<file path="src/rtl/assoc_lru_buffer.sv">
`default_nettype none
// ============================================================================
//  Module      : assoc_lru_buffer
//  Description : Fully associative key/data store with true-LRU replacement,
//                delete and a one-entry-per-cycle flush sequence.
//  Revision    : 1.0 - initial release
// ============================================================================
module assoc_lru_buffer #(
    parameter int KEY_W  = 4,
    parameter int DATA_W = 4,
    parameter int DEPTH  = 4,
    localparam int AGE_W = $clog2(DEPTH),
    localparam int CNT_W = $clog2(DEPTH + 1)
) (
    input  logic              clk,
    input  logic              async_nreset,
    input  logic              req_valid,
    output logic              req_ready,
    input  logic [2:0]        req_op,
    input  logic [KEY_W-1:0]  req_key,
    input  logic [DATA_W-1:0] req_data,
    output logic              rsp_valid,
    output logic              rsp_hit,
    output logic [DATA_W-1:0] rsp_data,
    output logic              rsp_evict,
    output logic [KEY_W-1:0]  rsp_evict_key,
    output logic [CNT_W-1:0]  count
);

    localparam logic [2:0] c_OP_READ   = 3'd1;
    localparam logic [2:0] c_OP_WRITE  = 3'd2;
    localparam logic [2:0] c_OP_INCR   = 3'd3;
    localparam logic [2:0] c_OP_DELETE = 3'd4;
    localparam logic [2:0] c_OP_FLUSH  = 3'd5;

    typedef enum logic [0:0] {
        ST_IDLE  = 1'b0,
        ST_FLUSH = 1'b1
    } state_t;

    state_t              r_state;
    state_t              w_state_next;
    logic [AGE_W-1:0]    r_flush_idx;

    logic [DEPTH-1:0]    r_valid;
    logic [KEY_W-1:0]    r_key  [DEPTH];
    logic [DATA_W-1:0]   r_data [DEPTH];
    logic [AGE_W-1:0]    r_age  [DEPTH];
    logic [CNT_W-1:0]    r_count;

    logic                r_rsp_valid;
    logic                r_rsp_hit;
    logic [DATA_W-1:0]   r_rsp_data;
    logic                r_rsp_evict;
    logic [KEY_W-1:0]    r_rsp_evict_key;

    logic                w_accept;
    logic                w_hit;
    logic [AGE_W-1:0]    w_hit_idx;
    logic [AGE_W-1:0]    w_hit_age;
    logic [DATA_W-1:0]   w_hit_data;
    logic                w_free_found;
    logic [AGE_W-1:0]    w_free_idx;
    logic [AGE_W-1:0]    w_victim_idx;
    logic                w_full;
    logic [AGE_W-1:0]    w_slot;
    logic                w_is_rw;
    logic                w_touch;
    logic                w_insert;
    logic                w_evict;
    logic                w_delete;
    logic                w_flush_last;

    // Ready is forced low while reset is held, even though the FSM sits in IDLE.
    assign req_ready    = (r_state == ST_IDLE) && async_nreset;
    assign w_accept     = req_valid && req_ready;
    assign w_full       = (r_count == CNT_W'(DEPTH));
    assign w_slot       = w_full ? w_victim_idx : w_free_idx;
    assign w_is_rw      = (req_op == c_OP_WRITE) || (req_op == c_OP_INCR);
    assign w_touch      = w_accept && w_hit && (w_is_rw || (req_op == c_OP_READ));
    assign w_insert     = w_accept && !w_hit && w_is_rw;
    assign w_evict      = w_insert && w_full;
    assign w_delete     = w_accept && w_hit && (req_op == c_OP_DELETE);
    assign w_flush_last = (r_state == ST_FLUSH) && (r_flush_idx == AGE_W'(DEPTH - 1));

    // Lookup, lowest free slot and LRU victim search.
    always_comb begin
        w_hit        = 1'b0;
        w_hit_idx    = '0;
        w_hit_age    = '0;
        w_hit_data   = '0;
        w_free_found = 1'b0;
        w_free_idx   = '0;
        w_victim_idx = '0;
        for (int i = 0; i < DEPTH; i++) begin
            if (r_valid[i] && (r_key[i] == req_key) && !w_hit) begin
                w_hit      = 1'b1;
                w_hit_idx  = AGE_W'(i);
                w_hit_age  = r_age[i];
                w_hit_data = r_data[i];
            end
            if (!r_valid[i] && !w_free_found) begin
                w_free_found = 1'b1;
                w_free_idx   = AGE_W'(i);
            end
            if (r_valid[i] && (r_age[i] == AGE_W'(DEPTH - 1))) begin
                w_victim_idx = AGE_W'(i);
            end
        end
    end

    always_comb begin
        w_state_next = r_state;
        case (r_state)
            ST_IDLE:  if (w_accept && (req_op == c_OP_FLUSH)) w_state_next = ST_FLUSH;
            ST_FLUSH: if (w_flush_last) w_state_next = ST_IDLE;
            default:  w_state_next = ST_IDLE;
        endcase
    end

    always_ff @(posedge clk or negedge async_nreset) begin
        if (!async_nreset) begin
            r_state     <= ST_IDLE;
            r_flush_idx <= '0;
        end else begin
            r_state <= w_state_next;
            if (r_state == ST_FLUSH) begin
                r_flush_idx <= w_flush_last ? '0 : r_flush_idx + AGE_W'(1);
            end else begin
                r_flush_idx <= '0;
            end
        end
    end

    // Entry storage and age bookkeeping; at most one update kind applies per cycle.
    always_ff @(posedge clk or negedge async_nreset) begin
        if (!async_nreset) begin
            r_valid <= '0;
            for (int i = 0; i < DEPTH; i++) begin
                r_key[i]  <= '0;
                r_data[i] <= '0;
                r_age[i]  <= '0;
            end
        end else begin
            for (int i = 0; i < DEPTH; i++) begin
                if (r_state == ST_FLUSH) begin
                    if (r_flush_idx == AGE_W'(i)) begin
                        r_valid[i] <= 1'b0;
                        r_key[i]   <= '0;
                        r_data[i]  <= '0;
                        r_age[i]   <= '0;
                    end
                end else if (w_touch) begin
                    if (w_hit_idx == AGE_W'(i)) begin
                        r_age[i] <= '0;
                        if (req_op == c_OP_WRITE) begin
                            r_data[i] <= req_data;
                        end else if (req_op == c_OP_INCR) begin
                            r_data[i] <= r_data[i] + DATA_W'(1);
                        end
                    end else if (r_valid[i] && (r_age[i] < w_hit_age)) begin
                        r_age[i] <= r_age[i] + AGE_W'(1);
                    end
                end else if (w_insert) begin
                    if (w_slot == AGE_W'(i)) begin
                        r_valid[i] <= 1'b1;
                        r_key[i]   <= req_key;
                        r_data[i]  <= req_data;
                        r_age[i]   <= '0;
                    end else if (r_valid[i]) begin
                        r_age[i] <= r_age[i] + AGE_W'(1);
                    end
                end else if (w_delete) begin
                    if (w_hit_idx == AGE_W'(i)) begin
                        r_valid[i] <= 1'b0;
                        r_age[i]   <= '0;
                    end else if (r_valid[i] && (r_age[i] > w_hit_age)) begin
                        r_age[i] <= r_age[i] - AGE_W'(1);
                    end
                end
            end
        end
    end

    always_ff @(posedge clk or negedge async_nreset) begin
        if (!async_nreset) begin
            r_count <= '0;
        end else if (r_state == ST_FLUSH) begin
            if (w_flush_last) begin
                r_count <= '0;
            end else if (r_valid[r_flush_idx]) begin
                r_count <= r_count - CNT_W'(1);
            end
        end else if (w_insert && !w_full) begin
            r_count <= r_count + CNT_W'(1);
        end else if (w_delete) begin
            r_count <= r_count - CNT_W'(1);
        end
    end

    // Response reflects pre-op state; all fields return to zero between pulses.
    always_ff @(posedge clk or negedge async_nreset) begin
        if (!async_nreset) begin
            r_rsp_valid     <= 1'b0;
            r_rsp_hit       <= 1'b0;
            r_rsp_data      <= '0;
            r_rsp_evict     <= 1'b0;
            r_rsp_evict_key <= '0;
        end else begin
            r_rsp_valid     <= 1'b0;
            r_rsp_hit       <= 1'b0;
            r_rsp_data      <= '0;
            r_rsp_evict     <= 1'b0;
            r_rsp_evict_key <= '0;
            if (w_flush_last) begin
                r_rsp_valid <= 1'b1;
            end else if (w_accept && (req_op >= c_OP_READ) && (req_op <= c_OP_DELETE)) begin
                r_rsp_valid     <= 1'b1;
                r_rsp_hit       <= w_hit;
                r_rsp_data      <= w_hit_data;
                r_rsp_evict     <= w_evict;
                r_rsp_evict_key <= w_evict ? r_key[w_victim_idx] : '0;
            end
        end
    end

    assign rsp_valid     = r_rsp_valid;
    assign rsp_hit       = r_rsp_hit;
    assign rsp_data      = r_rsp_data;
    assign rsp_evict     = r_rsp_evict;
    assign rsp_evict_key = r_rsp_evict_key;
    assign count         = r_count;

endmodule
`default_nettype wire
</file>
<file path="config.mk">
export PLATFORM = sky130hd
export DESIGN_NAME = assoc_lru_buffer
export DESIGN_NICKNAME = d
export VERILOG_FILES = /design/src/rtl/assoc_lru_buffer.sv
export SDC_FILE = /design/constraint.sdc
export NUM_CORES = 1
export LEC_CHECK = 0
export CORE_AREA = 2 2 122 124
export CTS_BUF_LIST = sky130_fd_sc_hd__clkbuf_2 sky130_fd_sc_hd__clkbuf_4 sky130_fd_sc_hd__clkbuf_8
export CTS_CLUSTER_SIZE = 25
export DETAILED_ROUTE_END_ITERATION = 12
export DIE_AREA = 0 0 124 126
export PLACE_DENSITY = 0.49
export SLEW_MARGIN = 0
export SYNTH_ARGS = -nofsm -noshare
export SYNTH_HDL_FRONTEND = slang
export SYNTH_SLANG_ARGS = --single-unit
</file>
<file path="constraint.sdc">
create_clock -name clk -period 4.65 [get_ports clk]
set_input_delay 0.6975 -clock clk [delete_from_list [all_inputs] [get_ports clk]]
set_output_delay 0.6975 -clock clk [all_outputs]
set_load 0.03 [all_outputs]
</file>
; ---- Yosys cells after proc, flatten, opt, wreduce, memory -nomap -nowiden
; Cells that the tools add are included.
[totals]
reg_bits = 61
inputBits = 14
out_inout_bits = 15
word_cells = 356
[classes]
n_addsub = 15
magnitude_cmp = 12
n_eq_ne = 45
n_mux = 171
n_bitwise = 2
reduce_logical = 87
[op_table]
columns = operator, n
row1 = $mux 4, 59
row2 = $mux 2, 57
row3 = $reduce_and 5->1, 12
row4 = $mux 1, 47
row5 = $logic_and 1x1->1, 34
row6 = $reduce_bool 3->1, 11
row7 = $ne 3x2->1 const B, 8
row8 = $ne 4x2->1 const B, 5
row9 = $ne 5x4->1 const B, 4
row10 = $reduce_bool 5->1, 4
row11 = $eq 2x2->1 const B, 9
row12 = $add 4x1->4 const B, 4
row13 = $eq 4x4->1, 4
row14 = $reduce_and 4->1, 4
row15 = $mux 3, 5
row16 = $add 2x1->2 const B, 5
row17 = $logic_not 1->1, 10
row18 = $reduce_bool 2->1, 5
row19 = $eq 3x3->1 const B, 3
row20 = $bmux 4 s2, 1
row21 = $gt 2x2->1, 4
row22 = $lt 2x2->1, 4
row23 = $ne 2x1->1 const B, 4
row24 = $sub 2x1->2 const B, 4
row25 = 19 further kinds, 25

; ---- Logic depth before layout (Yosys ltp)
; Gate-level depths: netlist of the first run.
[logic_depth]
depth_word = 20
ltp_mapped = 18
depth_no_buf = 15

; ---- Worst setup path before layout of the first run
; No wires, ideal clock.
[synth_path]
path_kind = input -> register
startpoint = input req_key[1]
endpoint = register r_age[3] in the netlist's numbering
setup_time_ps = 125
arrival_time_ps = 3671
t_required_ps = 4525
path_slack_ps = 854
stages = 17
path_buffers = 3
path_cell_list = buf_4 > xor2_1 > nor2_1 > and4_4 > buf_6 > clkbuf_1 > nor2_1 > a22oi_1 > nor2_1 > a221oi_1 > ha_1 > nand2_1 > nand2_1 > o21bai_1 > a21oi_2 > a221oi_2 > mux2_4
[synth_via]
elab_chain_len = 18
word_cells_on_any_way = 47
classes_between = 2 x order compare / 7 x eq/ne / 17 x mux / 21 x reduce/logical
[synth_lines]
columns = element, line_no
row1 = "start, declared", 20  ; input logic [KEY_W-1:0] req_key,
row2 = $eq 4x4->1, 96  ; if (r_valid[i] && (r_key[i] == req_key) && !w_hit) begin
row3 = $logic_and 1x1->1, 96
row4 = $mux 1, 96
row5 = $logic_not 1->1, 96
row6 = $logic_and 1x1->1, 96
row7 = $mux 1, 96
row8 = $logic_not 1->1, 96
row9 = $logic_and 1x1->1, 96
row10 = [... 2 more ...], --
row11 = $logic_and 1x1->1, 96
row12 = $mux 2 / $mux 1 (equally long branches), 96
row13 = $eq 2x2->1 / $logic_not 1->1 (equally long branches), "154, 174, 81"
row14 = $mux 2 / $logic_and 1x1->1 (equally long branches), "174, 81"
row15 = $mux 2 / $logic_and 1x1->1 (equally long branches), "173, 81"
row16 = $mux 2, 164  ; end else if (w_insert) begin
row17 = $mux 2, 153  ; end else if (w_touch) begin
row18 = $mux 2, 146  ; if (r_state == ST_FLUSH) begin
row19 = "end signal, assigned by index", 162  ; r_age[i] <= r_age[i] + AGE_W'(1);
row20 = "end signal, assigned by index", 171  ; r_age[i] <= r_age[i] + AGE_W'(1);
row21 = "end signal, assigned by index", 178  ; r_age[i] <= r_age[i] - AGE_W'(1);
row22 = "end, declared", 48  ; logic [AGE_W-1:0] r_age [DEPTH];
; Several ways; a longest one is shown, not always the timed one. The select of a mux whose other input is x is not followed.
; A chain may end at the register's enable or synchronous reset.

; ---- Worst setup path in the final report of the first run
[layout_path]
startpoint = input req_key[2]
endpoint = register r_age[3] in the netlist's numbering
; Same word-level chain as after synthesis.

==> results of run 1 <==
## Yosys cell counts, drive strengths merged, types with 8 or more instances
cell type	count	area [um^2]
nor2	46	175
nand2	37	141
nor3	13	70.1
mux2	22	259
nand3	13	65.1
nor2b	12	75.1
a22oi	12	90.1
a21o	8	60.1
clkbuf	9	33.8
buf	12	75.1
a21oi	31	163
xor2	10	87.6
o21ai	19	95.1
dfrtp	61	1530
inv	21	78.8
a221oi	9	85.1
ha	22	275
## how the worst min path moves through the flow
stage          slack [ps]  depth (start not counted)          to
4_1_cts               210                          1   r_data[8]
6_report              210                          1   r_data[8]
3_3_place_gp          530                          1  r_data[11]
5_1_grt               210                          1   r_data[9]
3_5_place_dp          520                          1  r_data[11]
2_1_floorplan         400                          0    count[0]
## metal layers
| layer | GRT usage | up-vias | wire length, um |
|---|---|---|---|
| met5 | 0 | - | 0 |
| met2 | 0.258 | 90 | 5740 |
| li1 | - | 1750 | - |
| met4 | 0.0463 | 0 | 140 |
| met1 | 0.225 | 1788 | 5630 |
| met3 | 0.0376 | 10 | 525 |
## power by group through the flow
stage,logic [mW],clock network [mW],registers [mW]
6_report,1.15,0.496,0.944
5_1_grt,1.29,0.534,0.976
4_1_cts,1.15,0.511,0.940
3_5_place_dp,1.15,0,0.948
3_3_place_gp,1.13,0,0.949
2_1_floorplan,0.857,0,0.899
## through the flow
| step | instances | hold WS (ps) | cell area (um^2) |
|---|---|---|---|
| floorplan | 457 | 402 | 4250 |
| global placement | 660 | 525 | 4740 |
| detailed placement | 660 | 521 | 4740 |
| CTS | 674 | 212 | 4940 |
| global route | 674 | 211 | 4940 |
| finish | 674 | 214 | 4940 |
## logic make-up after synthesis
logic type,Yosys count,share of synthesized area
AND/OR/NAND/NOR,155,0.192
AO/OA/AOI/OAI,135,0.232
flip-flops,61,0.360
buffers and inverters,42,0.0442
multiplexers,27,0.0766
adder cells (fa/ha/maj),22,0.0648
XOR/XNOR,15,0.0309
## sequential cells by signal, indices dropped and copies added (netlist names)
register,flops
count,3
r_age,8
r_data,16
r_flush_idx,2
r_key,16
r_state,1
r_valid,4
rsp_data,4
rsp_evict,1
rsp_evict_key,4
rsp_hit,1
rsp_valid,1
## cell type report
type / instances / share of cell area
inverter: 21 / 0.0160
multi-input combinational: 354 / 0.514
clock buffer: 13 / 0.0349
sequential: 61 / 0.309
timing repair buffer: 40 / 0.0739
clock inverter: 1 / 0.00608
tap: 184 / 0.0466
==> PnR_summary.wiki, run 1 <==
{| class="wikitable"
! Metric !! Value
|-
| Element type at the critical path start || primary input
|-
| Setup slack of the most critical reg-to-reg path || 1070 ps
|-
| Final worst-path setup slack || 507 ps
|-
| Aggregate global routing overflow || 0
|-
| Kind of cell adding the most delay to the critical path || compound AO/OA/AOI/OAI gates
|-
| Part of the Yosys area used for sequential elements || 0.360
|-
| Post-DRT Antenna Nets || 0
|-
| Vias in the first global route || 3671
|-
| Reg2Reg Launch Point || r_key[6]
|-
| Routability Congestion || 0.862
|-
| Hold-fix buffers, CTS || 0
|-
| Final total negative setup slack || 0 ps
|-
| Number of instances in the synthesized netlist || 457
|-
| Critical path class || primary input to flop
|-
| Series of cell instances along the critical path || clkdlybuf4s50_1 -> xor2_1 -> nor3_1 -> nand3_1 -> nor2_1 -> a22oi_1 -> o21ai_0 -> ha_1 -> nand2_1 -> nand2_1 -> o21bai_1 -> a21oi_2 -> a221oi_2 -> mux2_4
|-
| Syn Std Cell Area || 4250 um^2
|-
| Crit path max-delay cell type || sky130_fd_sc_hd__clkdlybuf4s50_1
|-
| Register-to-Register Path Depth || 13
|-
| Max Buffers Root-to-Sink || 2
|-
| Count of vias placed by the detailed router || 3638
|-
| Number of nets produced by synthesis || 493
|-
| Critical Path End || r_age[3]
|-
| Inserted Clock Buffers || 9
|-
| Source-to-sink clock delay at the later pin of the worst-skew pair || 360 ps
|-
| Half-perimeter wire length after placement || 8.97 mm
|-
| Run status || finished clean
|-
| Final core occ || 0.345
|-
| Power share of the clock group || 0.192
|-
| First element of the critical path || req_key[2]
|-
| Clock tree from TritonCTS || built
|-
| Die X || 124 um
|-
| RSZ-0062 raised after global routing || no
|-
| Setup bufs post-CTS || 0
|-
| Average size of a mapped cell || 9.29 um^2
|-
| Ratio of routed vias to standard cells || 5.40
|-
| Count of fill cells added during filler insertion || 1465
|-
| Post-layout minimum cycle time || 4140 ps
|-
| Largest fanout of any net on the critical path || 6
|-
| Max Cap Viol || 0
|-
| Number of antenna violations at the first check in global routing || 0
|-
| Wire length of the first global-routing pass || 19.7 mm
|-
| Post-layout net count || 523
|-
| Initial Util || 0.297
|-
| Most common cell after layout, fill and taps aside || sky130_fd_sc_hd__dfrtp_1
|-
| Most used DFF post-synth || sky130_fd_sc_hd__dfrtp_1
|-
| Count of yosys warnings during synthesis || 0
|-
| Buffering stage count on the worst path with inverters included || 1
|-
| Final Max Slew Viols || 0
|-
| Cell-internal power || 1.54 mW
|-
| Share of total power consumed by net switching || 0.407
|-
| Area used by sequential logic in the layout || 1530 um^2
|-
| End of the worst register-to-register path || r_age[3]
|-
| Port buffer count || 28
|-
| Htree depth || 3
|-
| CP peak stage delay || 550 ps
|-
| CP endpoint kind || flop
|-
| Switching power of the nets || 1.06 mW
|-
| Number of failing setup endpoints in the final timing report || 0
|-
| Relative contribution of sequential cells to total power || 0.364
|-
| Required time reported for the critical path endpoint || 4900 ps
|-
| Top cell by count, worst path || sky130_fd_sc_hd__nand2_1
|-
| Leading cell types in the layout, fill and taps excluded || sky130_fd_sc_hd__dfrtp_1, sky130_fd_sc_hd__nor2_1, sky130_fd_sc_hd__nand2_1
|-
| Pin count of the biggest net entering global routing || 56
|-
| CP arrival || 4390 ps
|-
| Layout cell share with drive strength beyond 1 || 0.151
|-
| Root Buffer || sky130_fd_sc_hd__clkbuf_8
|-
| Height of the chip || 126 um
|-
| Worst-margin pin slew || 949 ps
|-
| Placement Rows || 44
|-
| Area growth from synthesis to layout || 16.4%
|-
| Combinational power share || 0.444
|-
| Reported leakage power || 2.06 nW
|-
| Top-level port count || 29
|-
| Number of library cell types mapped by synthesis || 70
|-
| Worst slack at placement || 146 ps
|-
| Core region area || 14300 um^2
|-
| HP Class || primary input to asynchronous set/reset pin
|-
| Number of synthesized flops with an enable pin || 0
|-
| Diodes inserted || 0
|-
| Reg clk slew, reported paths || 60 ps
|-
| Hold Vio Cnt, Final || 0
|-
| Pwr/cell area || 524 nW/um^2
|-
| Area of the multi-input gates || 2540 um^2
|-
| FMAX || 0.241 GHz
|-
| Area of the die || 15600 um^2
|-
| Wirelength per Cell || 17.9 um
|-
| GRT Total Usage || 0.164
|-
| Number of DRC markers in iteration 0 || 300
|-
| Clock Skews || 8.24 ps
|-
| Max rail drop VDD || 271 uV
|-
| Worst slew margin relative to its limit || 0.361
|-
| Remaining DRCs || 0
|-
| Share of the cycle needed by the critical path after routing || 0.891
|-
| Number of synthesized register bits || 61
|-
| Total wire length || 12.0 mm
|-
| Pre-Repair DR Iteration Count || 8
|-
| Final Total Pwr || 2.59 mW
|-
| Crit. path cell count || 14
|-
| # clock sinks || 61
|-
| Post-cts resize count || 0
|-
| Share of synthesized registers carrying an async set or reset || 1.00
|}
Power figures use the tool's default switching activity.
==> inputs of run 2 (changes only) <==
Clock period 4.65 ns to 4.35 ns, I/O delays scaled along.
==> run 2 against run 1 <==
  * Clock-buffer cell count down 1
  * First-iteration DRC count up 6.0%
  * Non-clock buffer count grew 2
  * Combinational power rose by 7%
  * Wire length increased by 0.81%
  * Final cell count increased by 0.59%
  * Hold slack worse by 85 ps
  * Global-route usage rose by 0.53 points
  * Die area unchanged
  * Total power grew 10%
  * Design area up 0.84%
  * Sequential cell count is the same
  * Largest cell class unchanged
==> PnR_summary.wiki, run 2 (same netlist as run 1, synthesis figures left out) <==
{| class="wikitable"
! Metric !! Value
|-
| Wirelength per Cell || 17.9 um (+0.21%)
|-
| Reg clk slew, reported paths || 70 ps (about the same)
|-
| Source-to-sink clock delay at the later pin of the worst-skew pair || 380 ps (+20 ps)
|-
| Leading cell types in the layout, fill and taps excluded || sky130_fd_sc_hd__dfrtp_1, sky130_fd_sc_hd__nor2_1, sky130_fd_sc_hd__nand2_1
|-
| Post-DRT Antenna Nets || 0 (unchanged)
|-
| Register-to-Register Path Depth || 10 (-3)
|-
| Worst slack at placement || 80.8 ps (-65.5 ps)
|-
| HP Class || primary input to asynchronous set/reset pin
|-
| Reg2Reg Launch Point || r_valid[0]
|-
| Diodes inserted || 0 (unchanged)
|-
| Core region area || 14300 um^2 (unchanged)
|-
| Vias in the first global route || 3635 (-0.98%)
|-
| Final Max Slew Viols || 0 (unchanged)
|-
| Placement Rows || 44 (unchanged)
|-
| First element of the critical path || req_key[3]
|-
| CP arrival || 4140 ps (-250 ps)
|-
| Required time reported for the critical path endpoint || 4610 ps (-290 ps)
|-
| Post-layout minimum cycle time || 3880 ps
|-
| Wire length of the first global-routing pass || 20.1 mm (+2.1%)
|-
| Final core occ || 0.348 (+0.00289)
|-
| Clock Skews || 12.8 ps (+4.61 ps)
|-
| Ratio of routed vias to standard cells || 5.42 (+0.34%)
|-
| Pwr/cell area || 572 nW/um^2 (+9.0%)
|-
| Remaining DRCs || 0 (unchanged)
|-
| Worst slew margin relative to its limit || 0.373 (+0.0117)
|-
| RSZ-0062 raised after global routing || no
|-
| Max Buffers Root-to-Sink || 2 (unchanged)
|-
| Critical path class || primary input to flop
|-
| Die X || 124 um (unchanged)
|-
| GRT Total Usage || 0.169 (+0.00527)
|-
| Share of the cycle needed by the critical path after routing || 0.893
|-
| Htree depth || 3 (unchanged)
|-
| Routability Congestion || 0.908 (+5.4%)
|-
| Hold Vio Cnt, Final || 0 (unchanged)
|-
| Max rail drop VDD || 294 uV (+8.5%)
|-
| End of the worst register-to-register path || r_age[3]
|-
| Half-perimeter wire length after placement || 9.04 mm (+0.84%)
|-
| Pin count of the biggest net entering global routing || 58 (+3.6%)
|-
| Count of vias placed by the detailed router || 3672 (+0.93%)
|-
| Setup bufs post-CTS || 0 (unchanged)
|-
| Port buffer count || 28 (unchanged)
|-
| Hold-fix buffers, CTS || 0 (unchanged)
|-
| # clock sinks || 61 (unchanged)
|-
| Final Total Pwr || 2.85 mW (+10%)
|-
| Registers with the most flip-flops || r_data x16, r_key x16, r_age x8
|-
| Aggregate global routing overflow || 0 (unchanged)
|-
| Root Buffer || sky130_fd_sc_hd__clkbuf_8
|-
| FMAX || 0.257 GHz
|-
| Height of the chip || 126 um (unchanged)
|-
| Clock tree from TritonCTS || built
|-
| Number of failing setup endpoints in the final timing report || 0 (unchanged)
|-
| Number of DRC markers in iteration 0 || 318 (+6.0%)
|-
| Most common cell after layout, fill and taps aside || sky130_fd_sc_hd__dfrtp_1
|-
| Max Cap Viol || 0 (unchanged)
|-
| Element type at the critical path start || primary input
|-
| Setup slack of the most critical reg-to-reg path || 860 ps (-210 ps)
|-
| Post-layout net count || 525 (+0.38%)
|-
| Final total negative setup slack || 0 ps (unchanged)
|-
| Initial Util || 0.297 (unchanged)
|-
| Area of the die || 15600 um^2 (unchanged)
|-
| Pre-Repair DR Iteration Count || 5 (-3)
|-
| Inserted Clock Buffers || 9 (unchanged)
|-
| Top-level port count || 29 (unchanged)
|-
| Number of antenna violations at the first check in global routing || 0 (unchanged)
|-
| Run status || finished clean
|-
| Reported leakage power || 2.09 nW (+1.2%)
|-
| CP endpoint kind || flop
|-
| Final worst-path setup slack || 466 ps (-40.6 ps)
|-
| Worst-margin pin slew || 934 ps (-14.7 ps)
|-
| Total wire length || 12.1 mm (+0.81%)
|-
| Post-cts resize count || 0 (unchanged)
|-
| Largest fanout of any net on the critical path || 7 (+1)
|-
| Layout cell share with drive strength beyond 1 || 0.158 (+0.00687)
|-
| Area growth from synthesis to layout || 17.4%
|}
## run 2: report_power, final
part,internal [mW],switching (mW)
Combinational,0.571,0.664
Sequential,0.759,0.258
Clock,0.358,0.239
## run 2: worst max path at each step
stage          endpoint  slack (ps)
2_1_floorplan  r_age[3]         600
3_3_place_gp   r_age[3]         240
3_5_place_dp   r_age[3]          80
4_1_cts        r_age[3]         460
5_1_grt        r_age[3]         210
6_report       r_age[3]         470
## run 2: per-layer routing
layer	up-vias	share of wire	global-route usage
met1	1821	0.48	0.238
met4	0	0.016	0.0608
met2	79	0.47	0.254
met5	-	0	0
li1	1758	-	-
met3	14	0.036	0.0371
## run 2: area by class of cell
| cell class | count | area [um^2] |
|---|---|---|
| timing repair buffer | 42 | 380 |
| tap | 184 | 230 |
| fill | 1468 | 9330 |
| multi-input combinational | 354 | 2540 |
| clock buffer | 12 | 159 |
| sequential | 61 | 1530 |
| inverter | 21 | 78.8 |
| clock inverter | 4 | 70.1 |
## run 2: critical path, cell delays in order
cell and delay [ps]:
sky130_fd_sc_hd__clkdlybuf4s50_1 550, sky130_fd_sc_hd__xor2_1 220, sky130_fd_sc_hd__nor2_1 150, sky130_fd_sc_hd__and4_4 300, sky130_fd_sc_hd__nor2_1 130, sky130_fd_sc_hd__a22oi_1 160
sky130_fd_sc_hd__nor2_1 60, sky130_fd_sc_hd__a221oi_1 550, sky130_fd_sc_hd__ha_1 370, sky130_fd_sc_hd__a21oi_1 180, sky130_fd_sc_hd__o31ai_1 110, sky130_fd_sc_hd__a221oi_2 360
sky130_fd_sc_hd__mux2_4 330
## run 2: through the flow
step	instance area [um^2]	instances	hold WS, ps
6_report	4980	678	128
5_1_grt	4980	678	119
4_1_cts	4980	678	129
3_5_place_dp	4750	662	522
3_3_place_gp	4750	662	519
2_1_floorplan	4250	457	357
==> inputs of run 3 (changes only) <==
Settings changed: CAP_MARGIN from default to 5, CORE_AREA 2 2 122 124 to 2 2 101 151, DIE_AREA 0 0 124 126 to 0 0 103 153.
==> run 3 against run 2 <==
  * Wire length grew 5.1%
  * Total power shrank 1.9%
  * Clock-buffer cell count grew 1
  * First-iteration DRC count shrank 34%
  * Sequential power is essentially flat
  * Final cell count grew 1.6%
  * Global-route usage grew 0.063 points
  * Design area shrank 0.30%
  * Register-to-register slack lost 30 ps
  * Combinational power is essentially flat
  * Via count grew 0.25%
  * Largest cell class unchanged
==> PnR_summary.wiki, run 3 (same netlist as run 1, synthesis figures left out) <==
{| class="wikitable"
! Metric !! Value
|-
| Registers with the most flip-flops || r_data x16, r_key x16, r_age x8
|-
| Ratio of routed vias to standard cells || 5.34 (-1.4%)
|-
| Routability Congestion || 0.890 (-2.0%)
|-
| Final worst-path setup slack || 251 ps (-216 ps)
|-
| Max Buffers Root-to-Sink || 2 (unchanged)
|-
| Hold-fix buffers, CTS || 0 (unchanged)
|-
| Layout cell share with drive strength beyond 1 || 0.152 (-0.00546)
|-
| Worst slack at placement || -41.5 ps (-122 ps)
|-
| Height of the chip || 153 um (+21%)
|-
| Max Cap Viol || 0 (unchanged)
|-
| Initial Util || 0.294 (-0.00298)
|-
| Worst-margin pin slew || 1020 ps (+84.8 ps)
|-
| Post-layout minimum cycle time || 4100 ps (+216 ps)
|-
| Reported leakage power || 2.07 nW (-0.76%)
|-
| Hold Vio Cnt, Final || 0 (unchanged)
|-
| Number of failing setup endpoints in the final timing report || 0 (unchanged)
|-
| Area growth from synthesis to layout || 17.0%
|-
| Port buffer count || 28 (unchanged)
|-
| CP peak stage delay || 720 ps (+170 ps)
|-
| Most common cell after layout, fill and taps aside || sky130_fd_sc_hd__dfrtp_1
|-
| Max rail drop VDD || 193 uV (-34%)
|-
| Wirelength per Cell || 18.5 um (+3.4%)
|-
| Core region area || 14500 um^2 (+1.0%)
|-
| Count of fill cells added during filler insertion || 1526 (+4.0%)
|-
| Vias in the first global route || 3812 (+4.9%)
|-
| Highest signal layer in the routed design || met4
|-
| Area of the die || 15800 um^2 (+0.86%)
|-
| Buffering stage count on the worst path with inverters included || 3 (+2)
|-
| Largest fanout of any net on the critical path || 5 (-2)
|-
| Met2 layer wire length in the routed design || 6.77 mm (+19%)
|-
| Series of cell instances along the critical path || clkdlybuf4s50_1 -> xor2_1 -> nor3_1 -> and3_1 -> nor4_1 -> a22oi_1 -> o21ai_0 -> buf_4 -> ha_1 -> inv_1 -> a21oi_1 -> o21ai_0 -> a21o_1 -> o2111ai_2 -> mux2_4
|-
| Worst slew margin relative to its limit || 0.316 (-0.0570)
|-
| CP endpoint kind || flop
|-
| Die X || 103 um (-17%)
|-
| Placement Rows || 54 (+23%)
|-
| CP arrival || 4330 ps (+190 ps)
|-
| Number of antenna violations at the first check in global routing || 1 (+1)
|-
| Half-perimeter wire length after placement || 9.73 mm (+7.6%)
|-
| Critical path class || primary input to flop
|-
| Inserted Clock Buffers || 9 (unchanged)
|-
| Clock Skews || 7.57 ps (-5.27 ps)
|-
| Share of the cycle needed by the critical path after routing || 0.942 (+0.0496)
|-
| Post-DRT Antenna Nets || 0 (unchanged)
|-
| Crit path max-delay cell type || sky130_fd_sc_hd__nor4_1
|-
| Htree depth || 3 (unchanged)
|-
| Wire length of the first global-routing pass || 20.5 mm (+1.9%)
|-
| Final Total Pwr || 2.80 mW (-1.9%)
|-
| Post-Route M1 WL || 5.15 mm (-12%)
|-
| RSZ-0062 raised after global routing || no
|-
| Number of DRC markers in iteration 0 || 209 (-34%)
|-
| Clock tree from TritonCTS || built
|-
| Worst hold slack after final layout || 202 ps (+74.0 ps)
|-
| Pre-Repair DR Iteration Count || 4 (-1)
|-
| Post-layout net count || 525 (unchanged)
|-
| Top-level port count || 29 (unchanged)
|-
| Final core occ || 0.344 (-0.00453)
|-
| Post-route design area || 4970 um^2 (-0.30%)
|-
| Total wire length || 12.7 mm (+5.1%)
|-
| Count of vias placed by the detailed router || 3681 (+0.25%)
|-
| Aggregate global routing overflow || 0 (unchanged)
|-
| Post-cts resize count || 0 (unchanged)
|-
| Detail Route met3 WL || 466 um (+6.9%)
|-
| Final Max Slew Viols || 0 (unchanged)
|-
| Placed cell areas || 4760 um^2 (+0.18%)
|-
| HP Class || primary input to asynchronous set/reset pin
|-
| Reg clk slew, reported paths || 70 ps (about the same)
|-
| Setup bufs post-CTS || 0 (unchanged)
|-
| Run status || finished clean
|-
| # clock sinks || 61 (unchanged)
|-
| Source-to-sink clock delay at the later pin of the worst-skew pair || 340 ps (-40 ps)
|-
| Element type at the critical path start || primary input
|-
| Required time reported for the critical path endpoint || 4580 ps (-30 ps)
|-
| FMAX || 0.244 GHz (-5.3%)
|-
| Pwr/cell area || 563 nW/um^2 (-1.6%)
|-
| Top cell by count, worst path || sky130_fd_sc_hd__o21ai_0
|-
| GRT Total Usage || 0.170 (+0.000632)
|-
| Remaining DRCs || 0 (unchanged)
|-
| Root Buffer || sky130_fd_sc_hd__clkbuf_8
|-
| Kind of cell adding the most delay to the critical path || simple AND/OR/NAND/NOR gates
|-
| Leading cell types in the layout, fill and taps excluded || sky130_fd_sc_hd__dfrtp_1, sky130_fd_sc_hd__nor2_1, sky130_fd_sc_hd__nand2_1
|-
| Pin count of the biggest net entering global routing || 53 (-8.6%)
|}
-- run 3: final timing paths --
kind	to	startpoint	cells past startpoint	slack (ps)
max in group asynchronous	r_flush_idx[1]	async_nreset	2	3130
worst min-delay path	r_state	async_nreset	1	200
worst max register to register	r_age[4]	r_key[6]	14	830
worst min register to register	r_data[15]	r_data[15]	1	540
worst max-delay path	r_age[4]	req_key[3]	15	250
min in group clk	r_data[15]	r_data[15]	1	540
-- run 3: through the flow --
stage          setup TNS [ps]  instances
6_report                    0        689
5_1_grt                     0        689
3_3_place_gp                0        674
2_1_floorplan               0        457
3_5_place_dp            -81.2        674
4_1_cts                     0        688
-- run 3: layout make-up --
class	instances	area (um^2)	area share
well taps	196	245	0.0494
multi-input cells	354	2530	0.510
flip-flops and latches	61	1530	0.307
diodes	1	2.50	0.000504
clock buffers	13	173	0.0348
clock inverters	1	30.0	0.00605
repair buffers	42	380	0.0766
inverters	21	78.8	0.0159
-- run 3: power by group --
group / total [mW] / internal, mW / switching, mW
Clock: 0.536 / 0.312 / 0.223
Combinational: 1.26 / 0.573 / 0.685
Sequential: 1.00 / 0.760 / 0.242
Total: 2.80 / 1.65 / 1.15
-- run 3: metal layers --
metal  up-vias  global-route usage
li1       1754                   -
met1      1812               0.200
met2        88               0.297
met3        27              0.0316
met4         0              0.0670
met5         -                   0
